File: src/rtl/spi_pkg.sv
// Definitions shared by the SPI transmit and receive sides: FSM states, default word width,
// and which serial clock edge samples data.
package spi_pkg;

  typedef enum logic [1:0] {
    StWaitIdle,
    StIdle,
    StRecv
  } rx_state_e;

  localparam int unsigned DefaultWidth = 16;

  // Mode 0: data is sampled on the rising serial clock edge.
  localparam logic SampleOnRise = 1'b1;

endpackage

File: src/rtl/sync_bit.sv
// Multi-flop synchronizer for one asynchronous input bit, with a selectable reset value.
module sync_bit #(
  parameter int unsigned Stages   = 2,
  parameter logic        ResetVal = 1'b0
) (
  input  logic clk_i,
  input  logic rst_ni,
  input  logic d_i,
  output logic q_o
);

  logic [Stages-1:0] sync_q;

  always_ff @(posedge clk_i or negedge rst_ni) begin
    if (!rst_ni) begin
      sync_q <= {Stages{ResetVal}};
    end else begin
      sync_q <= {sync_q[Stages-2:0], d_i};
    end
  end

  assign q_o = sync_q[Stages-1];

endmodule

File: src/rtl/spi_frame_receiver.sv
// SPI mode-0 frame receiver: oversamples cs/sclk/sdo on the system clock, recovers MSB-first
// words, flags bad bit counts and presents results through a one-entry ready/valid register.
module spi_frame_receiver
  import spi_pkg::*;
#(
  parameter int unsigned Width      = DefaultWidth,
  parameter int unsigned SyncStages = 2
) (
  input  logic             clk_i,
  input  logic             rst_ni,
  input  logic             cs_i,
  input  logic             sclk_i,
  input  logic             sdo_i,
  output logic [Width-1:0] data_out_o,
  output logic             data_valid_o,
  input  logic             data_ready_i,
  output logic             frame_err_o,
  output logic             overrun_o,
  output logic             busy_o
);

  localparam int unsigned     CntW      = $clog2(Width + 2);
  localparam logic [CntW-1:0] CntFull   = CntW'(Width);
  localparam logic [CntW-1:0] CntSat    = CntW'(Width + 1);
  localparam int unsigned     FlushW    = $clog2(SyncStages + 2);
  localparam logic [FlushW-1:0] FlushDone = FlushW'(SyncStages + 1);

  logic cs_s, sclk_s, sdo_s;

  sync_bit #(.Stages(SyncStages), .ResetVal(1'b1)) u_sync_cs (
    .clk_i  (clk_i),
    .rst_ni (rst_ni),
    .d_i    (cs_i),
    .q_o    (cs_s)
  );

  sync_bit #(.Stages(SyncStages), .ResetVal(1'b0)) u_sync_sclk (
    .clk_i  (clk_i),
    .rst_ni (rst_ni),
    .d_i    (sclk_i),
    .q_o    (sclk_s)
  );

  sync_bit #(.Stages(SyncStages), .ResetVal(1'b0)) u_sync_sdo (
    .clk_i  (clk_i),
    .rst_ni (rst_ni),
    .d_i    (sdo_i),
    .q_o    (sdo_s)
  );

  // Registered edge strobes; sdo_q is delayed by the same amount so it pairs with sclk_rise_q.
  logic cs_last_q, sclk_last_q, sdo_q;
  logic cs_fall_q, cs_rise_q, sclk_rise_q;

  always_ff @(posedge clk_i or negedge rst_ni) begin
    if (!rst_ni) begin
      cs_last_q   <= 1'b1;
      sclk_last_q <= 1'b0;
      sdo_q       <= 1'b0;
      cs_fall_q   <= 1'b0;
      cs_rise_q   <= 1'b0;
      sclk_rise_q <= 1'b0;
    end else begin
      cs_last_q   <= cs_s;
      sclk_last_q <= sclk_s;
      sdo_q       <= sdo_s;
      cs_fall_q   <= cs_last_q & ~cs_s;
      cs_rise_q   <= ~cs_last_q & cs_s;
      sclk_rise_q <= SampleOnRise ? (sclk_s & ~sclk_last_q) : (~sclk_s & sclk_last_q);
    end
  end

  rx_state_e        state_q;
  logic [Width-1:0] shreg_q, shreg_d;
  logic [CntW-1:0]  bit_cnt_q, bit_cnt_d;
  logic [FlushW-1:0] flush_cnt_q;
  logic [Width-1:0] data_out_q;
  logic             data_valid_q, frame_err_q, overrun_q;
  logic             drain;

  // Shift precedes close so a coincident sclk edge counts toward the frame.
  always_comb begin
    shreg_d   = shreg_q;
    bit_cnt_d = bit_cnt_q;
    if (sclk_rise_q) begin
      shreg_d = {shreg_q[Width-2:0], sdo_q};
      if (bit_cnt_q != CntSat) begin
        bit_cnt_d = bit_cnt_q + 1'b1;
      end
    end
  end

  assign drain = data_valid_q & data_ready_i;

  always_ff @(posedge clk_i or negedge rst_ni) begin
    if (!rst_ni) begin
      state_q      <= StWaitIdle;
      shreg_q      <= '0;
      bit_cnt_q    <= '0;
      flush_cnt_q  <= '0;
      data_out_q   <= '0;
      data_valid_q <= 1'b0;
      frame_err_q  <= 1'b0;
      overrun_q    <= 1'b0;
    end else begin
      frame_err_q <= 1'b0;
      overrun_q   <= 1'b0;
      if (drain) begin
        data_valid_q <= 1'b0;
      end
      unique case (state_q)
        // Wait out the reset value still flowing through the cs synchronizer and strobe flops,
        // so a frame already under way at release never looks like a fresh cs fall.
        StWaitIdle: begin
          if (flush_cnt_q != FlushDone) begin
            flush_cnt_q <= flush_cnt_q + 1'b1;
          end else if (cs_last_q) begin
            state_q <= StIdle;
          end
        end
        StIdle: begin
          if (cs_fall_q) begin
            shreg_q   <= '0;
            bit_cnt_q <= '0;
            state_q   <= StRecv;
          end
        end
        StRecv: begin
          shreg_q   <= shreg_d;
          bit_cnt_q <= bit_cnt_d;
          if (cs_rise_q) begin
            state_q <= StIdle;
            if (bit_cnt_d != CntFull) begin
              frame_err_q <= 1'b1;
            end else if (!data_valid_q || data_ready_i) begin
              data_out_q   <= shreg_d;
              data_valid_q <= 1'b1;
            end else begin
              overrun_q <= 1'b1;
            end
          end
        end
        default: state_q <= StWaitIdle;
      endcase
    end
  end

  assign data_out_o   = data_out_q;
  assign data_valid_o = data_valid_q;
  assign frame_err_o  = frame_err_q;
  assign overrun_o    = overrun_q;
  assign busy_o       = (state_q == StRecv);

endmodule

File: config.mk
export PLATFORM = sky130hd
export DESIGN_NAME = spi_frame_receiver
export DESIGN_NICKNAME = d
export VERILOG_FILES = /design/src/rtl/spi_pkg.sv /design/src/rtl/sync_bit.sv /design/src/rtl/spi_frame_receiver.sv
export SDC_FILE = /design/constraint.sdc
export NUM_CORES = 1
export LEC_CHECK = 0
export ABC_AREA = 1
export CAP_MARGIN = 5
export CORE_MARGIN = 2
export CORE_UTILIZATION = 30
export DETAILED_ROUTE_END_ITERATION = 8
export GPL_TIMING_DRIVEN = 0
export SLEW_MARGIN = 15
export SYNTH_ARGS = -nofsm -noshare
export SYNTH_HDL_FRONTEND = slang
export SYNTH_SLANG_ARGS = --single-unit
File: constraint.sdc
create_clock -name clk_i -period 4.4 [get_ports clk_i]
set_clock_uncertainty 0.1 [all_clocks]
set_input_delay 0.44 -clock clk_i [delete_from_list [all_inputs] [get_ports clk_i]]
set_output_delay 0.44 -clock clk_i [all_outputs]
set_load 0.01 [all_outputs]
## After elaboration in Yosys (flattened, before gate mapping)

Index checks and enable logic that the tools add are counted.

| storage, ports and cells | value |
|---|---|
| register bits | 56 |
| input port bits | 6 |
| output and inout port bits | 20 |
| word-level logic and storage cells | 68 |

| operators by class | value |
|---|---|
| $add $sub $neg | 2 |
| eq/ne operators | 9 |
| muxes and demuxes | 24 |
| bitwise logic cells | 8 |
| reduce and logical (&&, ||, !) cells | 8 |

Operators by type and width:

| kind | number |
|---|---|
| two-way mux 16 bit | 2 |
| one-hot mux 16 bit (2 select lines) | 1 |
| two-way mux 5 bit | 3 |
| two-way mux 1 bit | 12 |
| != test 5 bit, second input constant | 2 |
| one-hot mux 5 bit (2 select lines) | 1 |
| two-way mux 2 bit | 4 |
| != test 2 bit, second input constant | 4 |
| AND reduction 4 bit | 2 |
| one-hot mux 2 bit (3 select lines) | 1 |
| adder 5 x 1 -> 5 bit, second input constant | 1 |
| AND 1 bit | 4 |
| inverter 1 bit | 4 |
| AND reduction 2 bit | 2 |
| adder 2 x 1 -> 2 bit, second input constant | 1 |
| equality test 2 x 1 -> 1 bit, second input constant | 1 |
| equality test 2 bit, second input constant | 1 |
| logical NOT 2 bit | 1 |
| != test 2 x 1 -> 1 bit, second input constant | 1 |
| nonzero test 2 bit | 1 |
| logical NOT 1 bit | 1 |
| logical OR 1 bit | 1 |

## Longest topological paths before layout

Gate-level depths: netlist of run 1.

| logic depth | value |
|---|---|
| word-level depth | 7 |
| gate-level depth with buffers | 14 |
| gate-level depth less buffers | 13 |

## Modules after synthesis

A second synthesis of run 1 with hierarchy kept.

| second synthesis, totals | value |
|---|---|
| cell total of the unflattened synthesis | 271 |
| area, all modules | 2483.6 µm² |

Modules (own cells, without submodules):

| module | instances | cells an instance | area each (µm²) | seq. area each (µm²) |
|---|---|---|---|---|
| spi_frame_receiver | 1 | 265 | 2331.0 | 1252.5 |
| sync_bit at u_sync_sclk ... | 2 | 2 | 50.0 | 50.0 |
| sync_bit at u_sync_cs | 1 | 2 | 52.6 | 52.6 |

## Least setup slack after synthesis of run 1

OpenSTA, ideal clock, no wires.

| timing path | value |
|---|---|
| kind | reg-to-reg |
| from | register bit_cnt_q[0] |
| to | register data_out_q[12], in the netlist data_out_o[12] |
| setup time | 0.117 ns |
| arrival time | 1.541 ns |
| required time | 4.183 ns |
| path slack | 2.642 ns |
| stages on the path, launching flop included | 13 |
| path buffers | 1 |
| period minus slack after synthesis | 1.758 ns |
| cell sequence | dfrtp_1 -> ha_1 -> nand2_1 -> inv_1 -> nand2_2 -> nand2_2 -> nand2_1 -> nand3_4 -> nor2_8 -> nand3_4 -> buf_6 -> nand2_1 -> nand2_1 |

| between the ends | value |
|---|---|
| word-level cells in the longest chain between the ends | 6 |
| elaborated cells between the ends (all ways) | 7 |
| those cells by class | 1 x add/sub; 2 x eq/ne; 2 x mux; 1 x bitwise; 1 x reduce/logical |

RTL lines:

| element | line | RTL |
|---|---|---|
| start: declaration | spi_frame_receiver.sv:75 | `logic [CntW-1:0] bit_cnt_q, bit_cnt_d;` |
| start signal: assignment | spi_frame_receiver.sv:130 | `bit_cnt_q <= bit_cnt_d;` |
| adder 5 x 1 -> 5 bit or != test 5 bit (tied branches) | spi_frame_receiver.sv:88, spi_frame_receiver.sv:87 |  |
| two-way mux 5 bit | spi_frame_receiver.sv:87 | `if (bit_cnt_q != CntSat) begin` |
| two-way mux 5 bit * | spi_frame_receiver.sv:85 | `if (sclk_rise_q) begin` |
| != test 5 bit * | spi_frame_receiver.sv:133 | `if (bit_cnt_d != CntFull) begin` |
| inverter 1 bit (no line) * | - |  |
| AND reduction 4 bit (no line) * | - |  |
| end signal: assignment | spi_frame_receiver.sv:136 | `data_out_q <= shreg_d;` |
| end: declaration | spi_frame_receiver.sv:77 | `logic [Width-1:0] data_out_q;` |

Mark *: on every way between the ends. The rest lies on a longest branch, timed or not.
A chain may end at the register's enable or synchronous reset.

## Worst setup path in the final report of run 1

| timing path | value |
|---|---|
| from | register state_q[0] |
| to | output port busy_o |

| between the ends | value |
|---|---|
| word-level cells in the longest chain between the ends | 1 |

RTL lines:

| element | line | RTL |
|---|---|---|
| start: declaration | spi_frame_receiver.sv:73 | `rx_state_e state_q;` |
| start signal: assignment | spi_frame_receiver.sv:97 | `state_q <= StWaitIdle;` |
| start signal: assignment | spi_frame_receiver.sv:118 | `state_q <= StIdle;` |
| start signal: assignment | spi_frame_receiver.sv:125 | `state_q <= StRecv;` |
| equality test 2 bit | spi_frame_receiver.sv:152 | `assign busy_o = (state_q == StRecv);` |
| end: declaration | spi_frame_receiver.sv:19 | `output logic busy_o` |

No other way between the ends.

==> results_dict.tcl, run 1 <==
set metrics [dict create \
    post_route_cells_drive_above_1_share 0.1089 \
    floorplan.die.width_um 94.99 \
    rsz0062_at_grt "false" \
    postSynthNetCount 280 \
    report.final.hold_viol_count 0 \
    first_global_vias 1832 \
    post_synth_main_area_contributors "dfrtp_1 (53%), nand2_1 (13%), o21ai_0 (7.5%), inv_1 (4.5%), nand4_1 (4.0%)" \
    timing.critical_path.required_ns 3.86 \
    nNetsFinal 312 \
    design.core.area_mm2 0.008134 \
    tritoncts "yes" \
    first_iter_violations 61 \
    synthArstFlopShare 1.000 \
    synth_top_cell_area_share 0.5340 \
    ir_worst_vdd_uv 127.8 \
    top_cell_types_by_occurrence_after_synthesis "nand2_1 (84), dfrtp_1 (53), o21ai_0 (37)" \
    floorplan.io_pins 26 \
    worstMarginPinSlew_ns 0.6934 \
    htree_levels 2 \
    number_of_synthesized_register_bits 56 \
    postLayoutSetupSlackWorst_ns 1.739 \
    die_area_mm2 0.009022 \
    startpoint_type "flop" \
    port_buffers 25 \
    cts_setup_buffers 0 \
    yosysWarningCount 0 \
    cts-resized-gates 0 \
    drt_pre_antenna_iters 4 \
    clkSinkCount 56 \
    finalSetupViolCount 0 \
    detail_route.wl_per_cell_um 10.87 \
    synth_ff_type "dfrtp_1" \
    finish.cell_count_without_fillers 408 \
    global_route.overflow_total 0 \
    syn-instance-count 271 \
    ys_seq_area_frac 0.5657 \
    final.min_clock_period_ns 2.661 \
    max_freq_mhz 375.8 \
    path_class "reg2out" \
    global_route.usage.total 0.1119 \
    pin_count_of_the_biggest_net_entering_global_routing 57 \
    worst_skew_pair.late_latency_ns 0.31 \
    synth_largest_area_cell "dfrtp_1" \
    setup_total_negative_slack_ns 0 \
    total_leakage_power_uw 0.001344 \
    die_height_um 94.99 \
    worst_setup_path_startpoint "state_q[0]" \
    floorplan.rows 33 \
    worst_slew_margin_relative_to_its_limit 0.5378 \
    maxCapViolations 0 \
    power_per_cell_area_mw_per_mm2 332.6 \
    regToRegStartpoint "bit_cnt_q[0]" \
    finalWirelength_um 4434 \
    post-route-drc-count 0 \
    via_total_after_detailed_routing 1849 \
    cts_hold_repair.buffers 0 \
    crit_fanout 10 \
    critical_path_arrival_ns 2.12 \
    antenna_found_initial 0 \
    cts_inserted_buffers 5 \
    hold_path.class "in2async" \
    syn-cell-area_mm2 0.002484 \
    maximum_buffer_depth_of_the_clock_tree 2 \
    worstSetupEndpointType "output pin" \
    synth-edff-count 0 \
    dpl.cell_count 401 \
    clk_pin_slew_worst_paths_ns 0.10 \
    initial_utilization 0.3053 \
    grt_pass1_wl_um 8010 \
    detailedPlace.worstSlack_ns 2.049 \
    layout_worst_path_cycle_share 0.6048 \
    synth.lib_cells_used.distinct 24 \
    insertedDiodeCount 0 \
    slew_violations 0 \
    place.detailed.hpwl_um 3183 \
    route.detailed.vias_per_inst 4.532 \
    finalPower_uw 982.7 \
    syn_to_final_growth_pct 18.94 \
    status "complete, no violations" \
    yosysMostFrequentCell "nand2_1" \
    clock_tree.root_cell "clkbuf_8" \
    globalplace.congestion 0.7207 \
    final_antenna_net_count 0 \
    synth_area_per_inst_um2 9.165 \
]
-- report_power, final --
group          internal, µW  switching [µW]  total [µW]
Combinational          44.3            98.4         143
Sequential              540            16.0         556
Clock                   126             158         284
-- worst paths after layout --
kind | to | slack (ns) | depth (start not counted)
min in group clk_i | u_sync_sdo.sync_q[1] | 0.25 | 0
worst max-delay path | busy_o | 1.74 | 5
max in group asynchronous | state_q[1] | 3.68 | 1
worst min-delay path | shreg_q[2] | 0.08 | 1
worst min register to register | u_sync_sdo.sync_q[1] | 0.25 | 0
worst max register to register | data_out_o[15] | 2.45 | 12
-- layout make-up --
cell class | instances | area (µm²)
Buffer | 12 | 85.08
Clock buffer | 6 | 82.58
Tap cell | 105 | 131.4
Inverter | 30 | 112.6
Timing Repair Buffer | 25 | 247.7
Clock inverter | 1 | 8.758
Sequential cell | 56 | 1405
Multi-Input combinational cell | 173 | 880.8
Fill cell | 849 | 5180
-- stage by stage --
stage / hold WS (ns) / instance area [µm²] / util
2_1_floorplan: 0.04441 / 2484 / -
3_3_place_gp: 0.2341 / 2865 / 0.3523
3_5_place_dp: 0.2347 / 2863 / 0.3519
4_1_cts: 0.1037 / 2954 / 0.3632
5_1_grt: 0.1311 / 2954 / 0.3632
6_report: 0.08185 / 2954 / 0.3632
-- layer usage --
metal | up-vias | track usage | share of wire
li1 | 930 | - | -
met1 | 886 | 0.1416 | 0.47
met2 | 28 | 0.1921 | 0.48
met3 | 5 | 0.02634 | 0.035
met4 | 0 | 0.02899 | 0.0095
met5 | - | 0 | 0
-- state kept, by name (all words and copies together) (netlist names) --
signal              cells
data_out_o             16
shreg_q                16
bit_cnt_q               5
flush_cnt_q             2
state_q                 2
u_sync_cs.sync_q        2
u_sync_sclk.sync_q      2
u_sync_sdo.sync_q       2
cs_fall_q               1
cs_last_q               1
cs_rise_q               1
data_valid_o            1
frame_err_o             1
overrun_o               1
sclk_last_q             1
sclk_rise_q             1
sdo_q                   1
-- placed cells by master, fill, tap and decap left out, drive strengths merged --
| cell | instances |
|---|---|
| ha | 3 |
| xnor2 | 1 |
| nor3 | 2 |
| nand4 | 16 |
| nand2 | 90 |
| o21ai | 37 |
| clkinv | 1 |
| a31o | 1 |
| dfrtp | 53 |
| clkbuf | 14 |
| mux2 | 1 |
| clkdlybuf4s50 | 24 |
| nor2 | 11 |
| nand3 | 8 |
| o22ai | 3 |
| buf | 5 |
| dfstp | 3 |
| inv | 30 |
-- worst max-delay path: stages (launching register included) --
cell and delay [ns]:
dfrtp_1 0.38, inv_1 0.11, nand2_1 0.18, inv_1 0.11, clkbuf_1 0.40, clkdlybuf4s50_1 0.64
-- logic make-up (layout without fill, tap and decap cells) --
family / after synthesis / count (layout) / share of synthesized area
buffers and inverters: 42 / 74 / 0.07960
multiplexers: 1 / 1 / 0.004534
adder cells (fa/ha/maj): 3 / 3 / 0.01511
flip-flops: 56 / 56 / 0.5657
AO/OA/AOI/OAI: 41 / 41 / 0.08564
AND/OR/NAND/NOR: 127 / 127 / 0.2458
XOR/XNOR: 1 / 1 / 0.003527
(Power assumes the default switching activity.)
==> run 2, diff against run 1 <==
- clock period: 4.4 -> 2.2 ns (I/O delays scaled with it)
==> results_dict.tcl, run 2 (synthesis gave the netlist of run 1 again) <==
set metrics [dict create \
    power_per_cell_area_mw_per_mm2 663.5 \
    detailedPlace.worstSlack_ns 0.06915 \
    worst_skew_pair.late_latency_ns 0.30 \
    filler_cell_count 852 \
    global_route.usage.total 0.1119 \
    ir_worst_vdd_uv 253.3 \
    post-route-drc-count 0 \
    finalWirelength_um 4436 \
    global_route.overflow_total 0 \
    maxCapViolations 0 \
    globalplace.congestion 0.7207 \
    finalPower_uw 1977 \
    cts_inserted_buffers 5 \
    comb_power_share 0.151 \
    crit_fanout 7 \
    pin_count_of_the_biggest_net_entering_global_routing 57 \
    final_antenna_net_count 0 \
    critical_path_arrival_ns 1.71 \
    floorplan.die.width_um 94.99 \
    layout_worst_path_cycle_share 0.9247 \
    path_class "reg2out" \
    p_sw_frac 0.2768 \
    worst_slew_margin_relative_to_its_limit 0.5358 \
    postLayoutSetupSlackWorst_ns 0.1657 \
    nNetsFinal 314 \
    rsz0062_at_grt "false" \
    max_freq_mhz 491.6 \
    detail_route.wl_per_cell_um 10.82 \
    via_total_after_detailed_routing 1839 \
    htree_levels 2 \
    grt_pass1_wl_um 8010 \
    report.final.hold_viol_count 0 \
    die_height_um 94.99 \
    clk_pin_slew_worst_paths_ns 0.09 \
    slew_violations 0 \
    worst_setup_path_startpoint "state_q[0]" \
    post_route_cells_drive_above_1_share 0.1180 \
    fin_hold_ws_ns 0.2182 \
    layout_commonest_cell "nand2_1" \
    antenna_found_initial 0 \
    drt_pre_antenna_iters 4 \
    first_iter_violations 57 \
    route.detailed.vias_per_inst 4.485 \
    setup_total_negative_slack_ns 0 \
    total_leakage_power_uw 0.001349 \
    seq_power_share 0.562 \
    clock_tree.root_cell "clkbuf_8" \
    startpoint_type "flop" \
    first_global_vias 1821 \
    mostFrequentLayoutCells "nand2_1 (84), dfrtp_1 (53), o21ai_0 (37)" \
    worstMarginPinSlew_ns 0.6963 \
    place.detailed.hpwl_um 3183 \
    worstSetupEndpointType "output pin" \
    regToRegStartpoint "bit_cnt_q[0]" \
    maximum_buffer_depth_of_the_clock_tree 2 \
    tritoncts "yes" \
    design.core.area_mm2 0.008134 \
    hold_path.startpoint "cs_i" \
    die_area_mm2 0.009022 \
    syn_to_final_growth_pct 19.95 \
    finalSetupViolCount 0 \
    port_buffers 25 \
    final.min_clock_period_ns 2.034 \
    pwr-share-clk 0.287 \
    hold_path.class "in2reg" \
    status "complete, no violations" \
    insertedDiodeCount 0 \
    floorplan.rows 33 \
    initial_utilization 0.3053 \
    switching_power_uw 547.2 \
    intPower_uw 1429 \
    clkSinkCount 56 \
    floorplan.io_pins 26 \
    timing.critical_path.required_ns 1.88 \
]
-- run 2: per-stage QoR --
stage	cells	util	area, µm²
after floorplan	271	-	2484
after global placement	401	0.3523	2865
after detailed placement	401	0.3519	2863
after CTS	408	0.3644	2964
after global routing	410	0.3663	2979
final	410	0.3663	2979
-- run 2: timing repair --
item                       4_1_cts  5_1_grt
hold buffers                     1        0
gates resized for setup          1        0
setup endpoints to repair        1        1
gates cloned                     0        0
pin swaps                        0        0
hold endpoints to repair        53        0
setup buffers                    0        2
-- run 2: final timing paths --
check,end,slack (ns),depth (start not counted)
setup / recovery,busy_o,0.17,4
hold / removal,u_sync_cs.sync_q[0],0.22,1
setup reg to reg,data_out_o[15],0.24,11
hold reg to reg,u_sync_sdo.sync_q[1],0.25,0
max in group asynchronous,state_q[1],1.15,2
min in group asynchronous,shreg_q[7],0.40,2
-- run 2: cell type report --
type                    count  area [µm²]  share of cell area
multi-input cells         173       880.8              0.2957
well taps                 105       131.4             0.04410
flip-flops and latches     56        1405              0.4717
plain buffers              11       81.33             0.02730
clock inverters             1       8.758            0.002940
inverters                  30       116.4             0.03906
clock buffers               6       82.58             0.02772
repair buffers             28       272.8             0.09156
-- run 2: power groups by stage --
stage | Sequential (µW) | Clock, µW | Combinational [µW]
after floorplan | 1120 | 0 | 195
after global placement | 1130 | 0 | 288
after detailed placement | 1130 | 0 | 292
after CTS | 1110 | 595 | 295
after global routing | 1120 | 629 | 342
final | 1110 | 566 | 299
-- run 2: worst max-delay path, cell delays in order (launching register included) --
cell and delay (ns):
dfrtp_1 0.38, inv_1 0.11, nand2_1 0.21, clkinvlp_4 0.17
clkdlybuf4s50_1 0.55
-- run 2: metal layers --
layer  track usage  up-vias  wire length (µm)
met3       0.02634        4               150
met4       0.02899        0                25
met1        0.1426      871              2121
li1              -      935                 -
met5             0        -                 0
met2        0.1909       29              2139
